**config.mk**
```make
export PLATFORM = sky130hd
export DESIGN_NAME = instr_fetch_unit
export DESIGN_NICKNAME = d
export VERILOG_FILES = /design/src/rtl/mips_pkg.sv /design/src/rtl/next_pc_logic.sv /design/src/rtl/instr_fetch_unit.sv
export SDC_FILE = /design/constraint.sdc
export NUM_CORES = 1
export LEC_CHECK = 0
export ABC_AREA = 1
export ABC_CLOCK_PERIOD_IN_PS = 4500
export CELL_PAD_IN_SITES_DETAIL_PLACEMENT = 0
export CELL_PAD_IN_SITES_GLOBAL_PLACEMENT = 1
export CORE_MARGIN = 3
export CORE_UTILIZATION = 35
export DETAILED_ROUTE_END_ITERATION = 8
export GPL_TIMING_DRIVEN = 0
export PLACE_DENSITY = 0.85
export SLEW_MARGIN = 20
export SYNTH_ARGS = -nofsm -noshare
export SYNTH_HDL_FRONTEND = slang
export SYNTH_HIERARCHICAL = 1
export SYNTH_SLANG_ARGS = --single-unit
```
**constraint.sdc**
```tcl
create_clock -name clk -period 4.5 [get_ports clk]
set_input_delay 1.125 -clock clk [delete_from_list [all_inputs] [get_ports clk]]
set_output_delay 1.125 -clock clk [all_outputs]
set_load 0.03 [all_outputs]
```
**src/rtl/mips_pkg.sv**
```systemverilog
// Shared definitions for the MIPS core: opcode encodings, the fetch-stage
// state type, the default reset PC and a branch-offset helper.
package mips_pkg;

  // Primary opcode field values (instr[31:26]).
  localparam logic [5:0] OP_RTYPE = 6'b000000;
  localparam logic [5:0] OP_J     = 6'b000010;
  localparam logic [5:0] OP_BEQ   = 6'b000100;
  localparam logic [5:0] OP_ADDI  = 6'b001000;
  localparam logic [5:0] OP_LW    = 6'b100011;
  localparam logic [5:0] OP_SW    = 6'b101011;

  // PC loaded when the core comes out of reset.
  localparam logic [31:0] DEFAULT_RESET_PC = 32'h0000_0000;

  // FETCH: request outstanding to instruction memory.
  // HOLD : fetched word presented to the datapath until retired.
  typedef enum logic {
    FETCH = 1'b0,
    HOLD  = 1'b1
  } fetch_state_t;

  // Sign-extend a 16-bit branch immediate and turn it into a byte offset.
  function automatic logic [31:0] branch_offset(input logic [15:0] imm);
    return {{14{imm[15]}}, imm, 2'b00};
  endfunction

endpackage

```
**src/rtl/next_pc_logic.sv**
```systemverilog
// Purely combinational next-PC selection: jump target, taken-branch target
// or the sequential address. Jump has priority over branch.
module next_pc_logic
  import mips_pkg::*;
#(
  parameter int ADDR_W = 32
) (
  input  logic [ADDR_W-1:0] pc,
  // Only the low 26 bits of the instruction feed target arithmetic.
  input  logic [25:0]       instr,
  input  logic              jump,
  input  logic              branch,
  input  logic              zero,
  output logic [ADDR_W-1:0] pc_plus4,
  output logic [ADDR_W-1:0] next_pc
);

  // Select the next PC; all adds wrap modulo 2^ADDR_W.
  always_comb begin
    // NOTE: every output of a combinational block gets a value before any
    // branch, so no path can leave it unassigned and infer a latch.
    pc_plus4 = pc + ADDR_W'(4);
    next_pc  = pc_plus4;
    if (jump) begin
      next_pc = {pc_plus4[ADDR_W-1:ADDR_W-4], instr[25:0], 2'b00};
    end else if (branch && zero) begin
      next_pc = pc_plus4 + branch_offset(instr[15:0]);
    end
  end

endmodule

```
**src/rtl/instr_fetch_unit.sv**
```systemverilog
// Instruction-fetch stage: owns the PC, fetches over a req/ack handshake,
// holds the fetched word until the datapath retires it, then steps the PC.
// Optional build macro FETCH_PERF_CNT_EN adds retired/stall counters.
module instr_fetch_unit
  import mips_pkg::*;
#(
  parameter logic [31:0] RESET_PC = DEFAULT_RESET_PC,
  parameter int          ADDR_W   = 32
) (
  input  logic              clk,
  input  logic              rst,
  output logic              imem_req,
  output logic [ADDR_W-1:0] imem_addr,
  input  logic              imem_ack,
  input  logic [31:0]       imem_rdata,
  output logic [31:0]       instr,
  output logic [5:0]        opcode,
  output logic              instr_valid,
  input  logic              instr_ready,
  input  logic              jump,
  input  logic              branch,
  input  logic              zero,
  output logic [ADDR_W-1:0] pc,
  output logic [ADDR_W-1:0] pc_plus4
`ifdef FETCH_PERF_CNT_EN
  ,
  output logic [31:0]       retired_cnt,
  output logic [31:0]       stall_cnt
`endif
);

  fetch_state_t      state_q, state_d;
  logic [ADDR_W-1:0] pc_q;
  logic [31:0]       instr_q;
  logic              req_en_q;
  logic              load_instr;
  logic              advance_pc;
  logic [ADDR_W-1:0] next_pc;

  // Requests stay off until the first edge after reset release, so an ack
  // from a request aborted by reset can never be captured.
  always_ff @(posedge clk or posedge rst) begin
    if (rst) req_en_q <= 1'b0;
    // NOTE: state is updated with non-blocking assignments so every flop
    // samples pre-edge values regardless of block ordering.
    else     req_en_q <= 1'b1;
  end

  // Fetch FSM state register.
  always_ff @(posedge clk or posedge rst) begin
    if (rst) state_q <= FETCH;
    else     state_q <= state_d;
  end

  // Next-state logic and handshake decode.
  always_comb begin
    state_d    = state_q;
    load_instr = 1'b0;
    advance_pc = 1'b0;
    unique case (state_q)
      FETCH: begin
        if (imem_req && imem_ack) begin
          load_instr = 1'b1;
          state_d    = HOLD;
        end
      end
      HOLD: begin
        if (instr_ready) begin
          advance_pc = 1'b1;
          state_d    = FETCH;
        end
      end
      default: state_d = FETCH;
    endcase
  end

  // Instruction register: captured on ack, held stable while in HOLD.
  always_ff @(posedge clk or posedge rst) begin
    if (rst)             instr_q <= 32'h0;
    else if (load_instr) instr_q <= imem_rdata;
  end

  // Program counter: steps only when the current instruction retires.
  always_ff @(posedge clk or posedge rst) begin
    if (rst)             pc_q <= RESET_PC[ADDR_W-1:0];
    else if (advance_pc) pc_q <= next_pc;
  end

  next_pc_logic #(
    .ADDR_W (ADDR_W)
  ) u_next_pc (
    .pc       (pc_q),
    .instr    (instr_q[25:0]),
    .jump     (jump),
    .branch   (branch),
    .zero     (zero),
    .pc_plus4 (pc_plus4),
    .next_pc  (next_pc)
  );

  assign imem_req    = req_en_q && (state_q == FETCH);
  assign imem_addr   = pc_q;
  assign pc          = pc_q;
  assign instr       = instr_q;
  assign opcode      = instr_q[31:26];
  assign instr_valid = (state_q == HOLD);

`ifdef FETCH_PERF_CNT_EN
  // Performance counters: retirements and request cycles without an ack.
  always_ff @(posedge clk or posedge rst) begin
    if (rst) begin
      retired_cnt <= 32'h0;
      stall_cnt   <= 32'h0;
    end else begin
      if (advance_pc)            retired_cnt <= retired_cnt + 32'd1;
      if (imem_req && !imem_ack) stall_cnt   <= stall_cnt + 32'd1;
    end
  end
`endif

endmodule

```
; Word-level counts from Yosys, hierarchy flattened
; Cells that the tools add are included.
; W data, S select, Z words.
[op_classes]
n_addsub = 2
muxes = 8
n_bitwise = 1
reduce_logical = 3
[ops]
columns = op, count
row1 = $mux W32, 2
row2 = $add A32 B3 Y32 const B, 1
row3 = $add A32 B32 Y32, 1
row4 = $mux W1, 5
row5 = $logic_and A1 B1 Y1, 3
row6 = $pmux W1 S2, 1
row7 = $not A1 Y1, 1
[totals]
register_bits = 66
in_bits = 39
out_inout_bits = 136
word_cells = 18

; Logic depth before layout (Yosys ltp)
[depth]
depth_word = 5
ltp_mapped = 24
ltp_nobuf = 24

; Cells and area by module
; The synthesis kept the hierarchy.
[modules_own_cells]
columns = mod, instances, cells_each, area_each_um2, seq_area_each_um2
row1 = next_pc_logic, 1, 739, 3633.5, 0.0
row2 = instr_fetch_unit, 1, 329, 2979.1, 1651.6

; Worst setup path after synthesis
; Ideal clock, no wire load.
[synth_path]
kind = register to register
start = register pc_q[2] (netlist: imem_addr[2])
end = register pc_q[30] (netlist: imem_addr[30])
setup_time_ns = 0.118
arrival_ns = 3.314
required_time_ns = 4.382
path_slack_ns = 1.068
path_stages_with_launch = 21
n_path_buf = 0
period_less_slack_ns = 3.432
path_cell_list = dfrtp_1 ha_1 nand2_2 nor2_4 nand3_2 nor2_2 nand2_2 xnor2_1 ha_1 nand2_1 inv_1 nand2_1 nand2_1 a21oi_1 nor2_1 nor2_1 nand3_1 nand3_1 nand2_1 nand3_1 nand2_1
[synth_via]
elab_chain_cells = 4
[synth_lines]
columns = item, line
row1 = "start, declared", instr_fetch_unit.sv:33  ; logic [ADDR_W-1:0] pc_q;
row2 = "start signal, assigned", instr_fetch_unit.sv:85  ; if (rst) pc_q <= RESET_PC[ADDR_W-1:0];
row3 = "start signal, assigned", instr_fetch_unit.sv:86  ; else if (advance_pc) pc_q <= next_pc;
row4 = $add A32 B3 Y32, next_pc_logic.sv:22  ; pc_plus4 = pc + ADDR_W'(4);
row5 = net pc_plus4[16], instr_fetch_unit.sv:24  ; output logic [ADDR_W-1:0] pc_plus4
row6 = $add A32 B32 Y32, next_pc_logic.sv:27  ; next_pc = pc_plus4 + branch_offset(instr[15:0]);
row7 = $mux W32, next_pc_logic.sv:26  ; end else if (branch && zero) begin
row8 = $mux W32, next_pc_logic.sv:24  ; if (jump) begin
row9 = net next_pc[30], instr_fetch_unit.sv:38  ; logic [ADDR_W-1:0] next_pc;
; The timed path passes the listed nets, and every way through them passes these cells.
; A chain may end at the register's enable or synchronous reset.

; Final worst setup path
[layout_path]
start = register pc_q[2] (netlist: imem_addr[2])
end = output port pc_plus4[30]
[layout_via]
elab_chain_cells = 1
[layout_lines]
columns = item, line
row1 = $add A32 B3 Y32, next_pc_logic.sv:22
row2 = "end, declared", instr_fetch_unit.sv:24
; No other way between the ends.

==> impl_results.md <==
* Clock Tree Buf Depth at 2
* Sequential share of the synthesized area at 24.98%
* Router iterations before antenna repair at 5
* Post-Syn Area at 6613 sq um
* Crit path launch type: register
* Worst IR Drop VDD at 0.0003484 V
* PortBufs at roughly 170
* Largest net degree at the start of global routing at 55
* Final wirelength at 25.59 mm
* CTS Hold Buffers Added at 0
* Synth area leader: dfrtp_1
* Root Driver: clkbuf_16
* P_sw at 0.002719 W
* DR vias/cell at just over 5
* Dpl hpwl at between 20 and 25 mm
* Antenna Nets Post-Route at 0
* Reg-to-reg startpoint: imem_addr[2]$_DFFE_PP0P_
* MaxCap Viol Count at 0
* Top Ports at 175
* Status: complete, no violations
* XOR/XNOR Fraction of Synth Area at around 2.5%
* Final Skew at approximately 0.010 ns
* Cells after synthesis at ~1,100
* Tot Pwr at 0.005262 W
* Final Max Tran Viols at 0
* Critical Path, Cell by Cell: ha_1 -> nand2_2 -> nor2_4 -> nand3_1 -> nor3_1 -> or2_2 -> nand2_1 -> inv_1 -> clkdlybuf4s50_1
* Initial antenna violation count at 0
* Global-route wire length before repair at between 30 and 40 mm
* CP endpoint: pc_plus4[30]
* DR vias at 7,559
* Wirelength per Cell at 17.22 um
* Post-synthesis mux area share at 0%
* Syn. warnings at 6
* Clock share of power at 14.6%
* Yosys cell types at 38
* Final Hold Vio Count at 0
* Setup violators final at 0
* Starting density of the core at 36.19%
* CTS tree: yes
* Reg2Reg Capture Point: imem_addr[22]$_DFFE_PP0P_
* Iteration-0 DRC Markers at 569
* Kind of critical path: reg2out
* Inserted Clock Buffers at 9
* Largest family of logic cells by synthesized area: simple AND/OR/NAND/NOR gates
* Share of cells above drive strength 1 at 9.626%
* Routability cong. at 0.9633
* Switch share at 51.66%
* Most common cell after layout, fill and taps aside: nand2_1
* GRT Overall Usage at around a quarter
* RSZ-0062 raised after global routing: no
* Post-synthesis simple-gate area fraction at 42.23%
* Min Tclk post-route at 4.196 ns
* CP arrival at a little over 3 ns
* Worst Max-Slew Pin Slew at approximately 1 ns
* CP max-delay cell: clkdlybuf4s50_1
* Hold Path Stages at 2
* Post-CTS sizing at 0
* Worst hold path type: reg2reg
* Crit end category: primary output
* Site Rows at 49
* Adder-Cell Fraction of Synth Area at 7.114%
* Diode count at 0
* Power density over the cells at around 590 nW/um^2
* Max Clk Rate at around 240 MHz
* Worst Setup SP: imem_addr[2]$_DFFE_PP0P_
* Top-area cell type share of the netlist area at 24.98%
* Area grow syn2layout at 35.74%
* Period Utilization, post-route at 93.25%
* Die Width at ~140 um
* Largest fanout on the critical path at 7
* Post-CTS setup buffer count at 0
* Filler instances at 1,931
* Synth Register Bits at 66
* Grt total ovfl at 0
* CP peak stage delay at between 0.6 and 0.7 ns
* Clock-pin transition on the worst setup and hold timing paths at roughly 0.060 ns
* Cell Int Power at around 0.0025 W
* Most frequent cells in the layout: nand2_1 (378), clkdlybuf4s50_1 (172), inv_1 (139)
* Static leakage at 4.598 nW
* Die Y at between 100 and 150 um
* Ranking of synthesized cells by area: dfrtp_1 (25%), nand2_1 (21%), inv_1 (7.9%), ha_1 (6.8%), nand3_1 (6.6%)
* Comb pwr share at roughly two thirds
* Compound-Gate Fraction of Synth Area at between 7 and 8%
* Residual DRC at 0
* Syn Nets at 1,144
* Final net count at 1,328
* R2R depth at 22
* Htree depth at 3
* Clock latency on the worst-skew pair at about 0.34 ns
* Core Area at about 18,000 sq um
* # clock sinks at 66
* Die area at 20,580 sq um
* Flop-to-flop setup slack at 0.58 ns
* Syn Area/Cell at 6.192 sq um
* Max-slew headroom at 34.46%
* Vias in the first global route at 7,044
* Flop pwr share at about a fifth
* CP Data Required Time at roughly 3.4 ns
* Setup total negative slack at 0 ns
logic make-up (layout without fill, tap and decap cells):
kind of cell	Yosys count	in the layout
buf+inv	214	403
xor+xnor	19	19
other cells	1	1
simple gates	639	639
fa+ha+maj	37	37
compound gates	92	92
flops	66	66
sequential cells by signal, indices dropped and copies added, names as in the netlist:
name         flops
req_en_q         1
instr           32
imem_addr       32
instr_valid      1
power groups by stage:
| stage | Sequential [W] | Combinational [W] | Clock, W |
|---|---|---|---|
| 3_3_place_gp | 0.00106 | 0.00341 | 0 |
| 2_1_floorplan | 0.00125 | 0.00191 | 0 |
| 5_1_grt | 0.00108 | 0.00376 | 0.000802 |
| 6_report | 0.00105 | 0.00345 | 0.000769 |
| 4_1_cts | 0.00105 | 0.00345 | 0.000783 |
| 3_5_place_dp | 0.00105 | 0.00343 | 0 |
synth_stat cells, drive strengths merged:
| cell type | instances |
|---|---|
| nand2 | 385 |
| inv | 142 |
| nand3 | 90 |
| nor2 | 90 |
| buf | 68 |
| dfrtp | 66 |
| nand4 | 46 |
| a21oi | 45 |
| ha | 36 |
| o21ai | 28 |
| xor2 | 16 |
| nor3 | 15 |
| or2 | 8 |
| o21bai | 7 |
| o22ai | 5 |
| clkbuf | 4 |
| a31oi | 3 |
| nand3b | 3 |
| o221ai | 3 |
| xnor2 | 3 |
| and2 | 1 |
| conb | 1 |
| fa | 1 |
| nor3b | 1 |
| o211ai | 1 |
metrics by stage:
step	util, %	cell area, sq um	std cells	hold slack [ns]	setup WS (ns)
final	49.13	8976	1486	0.5099	0.3036
after global routing	49.13	8976	1486	0.5431	0.2107
after global placement	47.19	8621	1469	0.4977	0.5521
after CTS	49.13	8976	1486	0.5191	0.3240
after floorplan	-	6613	1068	0.6388	1.068
after detailed placement	47.35	8651	1470	0.5018	0.6675
layout make-up:
type	instances	area [sq um]	area share [%]
multi-input combinational	788	3939	43.88
timing repair buffer	173	1749	19.49
buffer	72	486.7	5.422
inverter	142	538.0	5.994
tap	229	286.5	3.192
clock inverter	7	100.1	1.115
clock buffer	9	225.2	2.509
sequential	66	1652	18.40
critical path, delay by kind of cell (launching register included):
family,cells,cell delay [ns]
simple gates,6,1.12
fa+ha+maj,1,0.27
buf+inv,2,0.73
flops,1,0.61
layer usage:
| layer | GRT usage, % | part of all wire [%] |
|---|---|---|
| met5 | 0 | 0 |
| met3 | 4.992 | 7.6 |
| met1 | 32.51 | 44 |
| met2 | 40.32 | 46 |
| met4 | 7.086 | 2.7 |
worst min path at each step:
| stage | endpoint | from | slack (ns) |
|---|---|---|---|
| 3_5_place_dp | instr[31]$_DFFE_PP0P_ | instr[31]$_DFFE_PP0P_ | 0.50 |
| 5_1_grt | instr[26]$_DFFE_PP0P_ | instr[26]$_DFFE_PP0P_ | 0.54 |
| 6_report | instr[26]$_DFFE_PP0P_ | instr[26]$_DFFE_PP0P_ | 0.51 |
| 4_1_cts | instr[26]$_DFFE_PP0P_ | instr[26]$_DFFE_PP0P_ | 0.52 |
| 2_1_floorplan | instr[21]$_DFFE_PP0P_ | req_en_q$_DFF_PP0_ | 0.64 |
| 3_3_place_gp | instr[31]$_DFFE_PP0P_ | instr[31]$_DFFE_PP0P_ | 0.50 |
(Power assumes the default switching activity.)
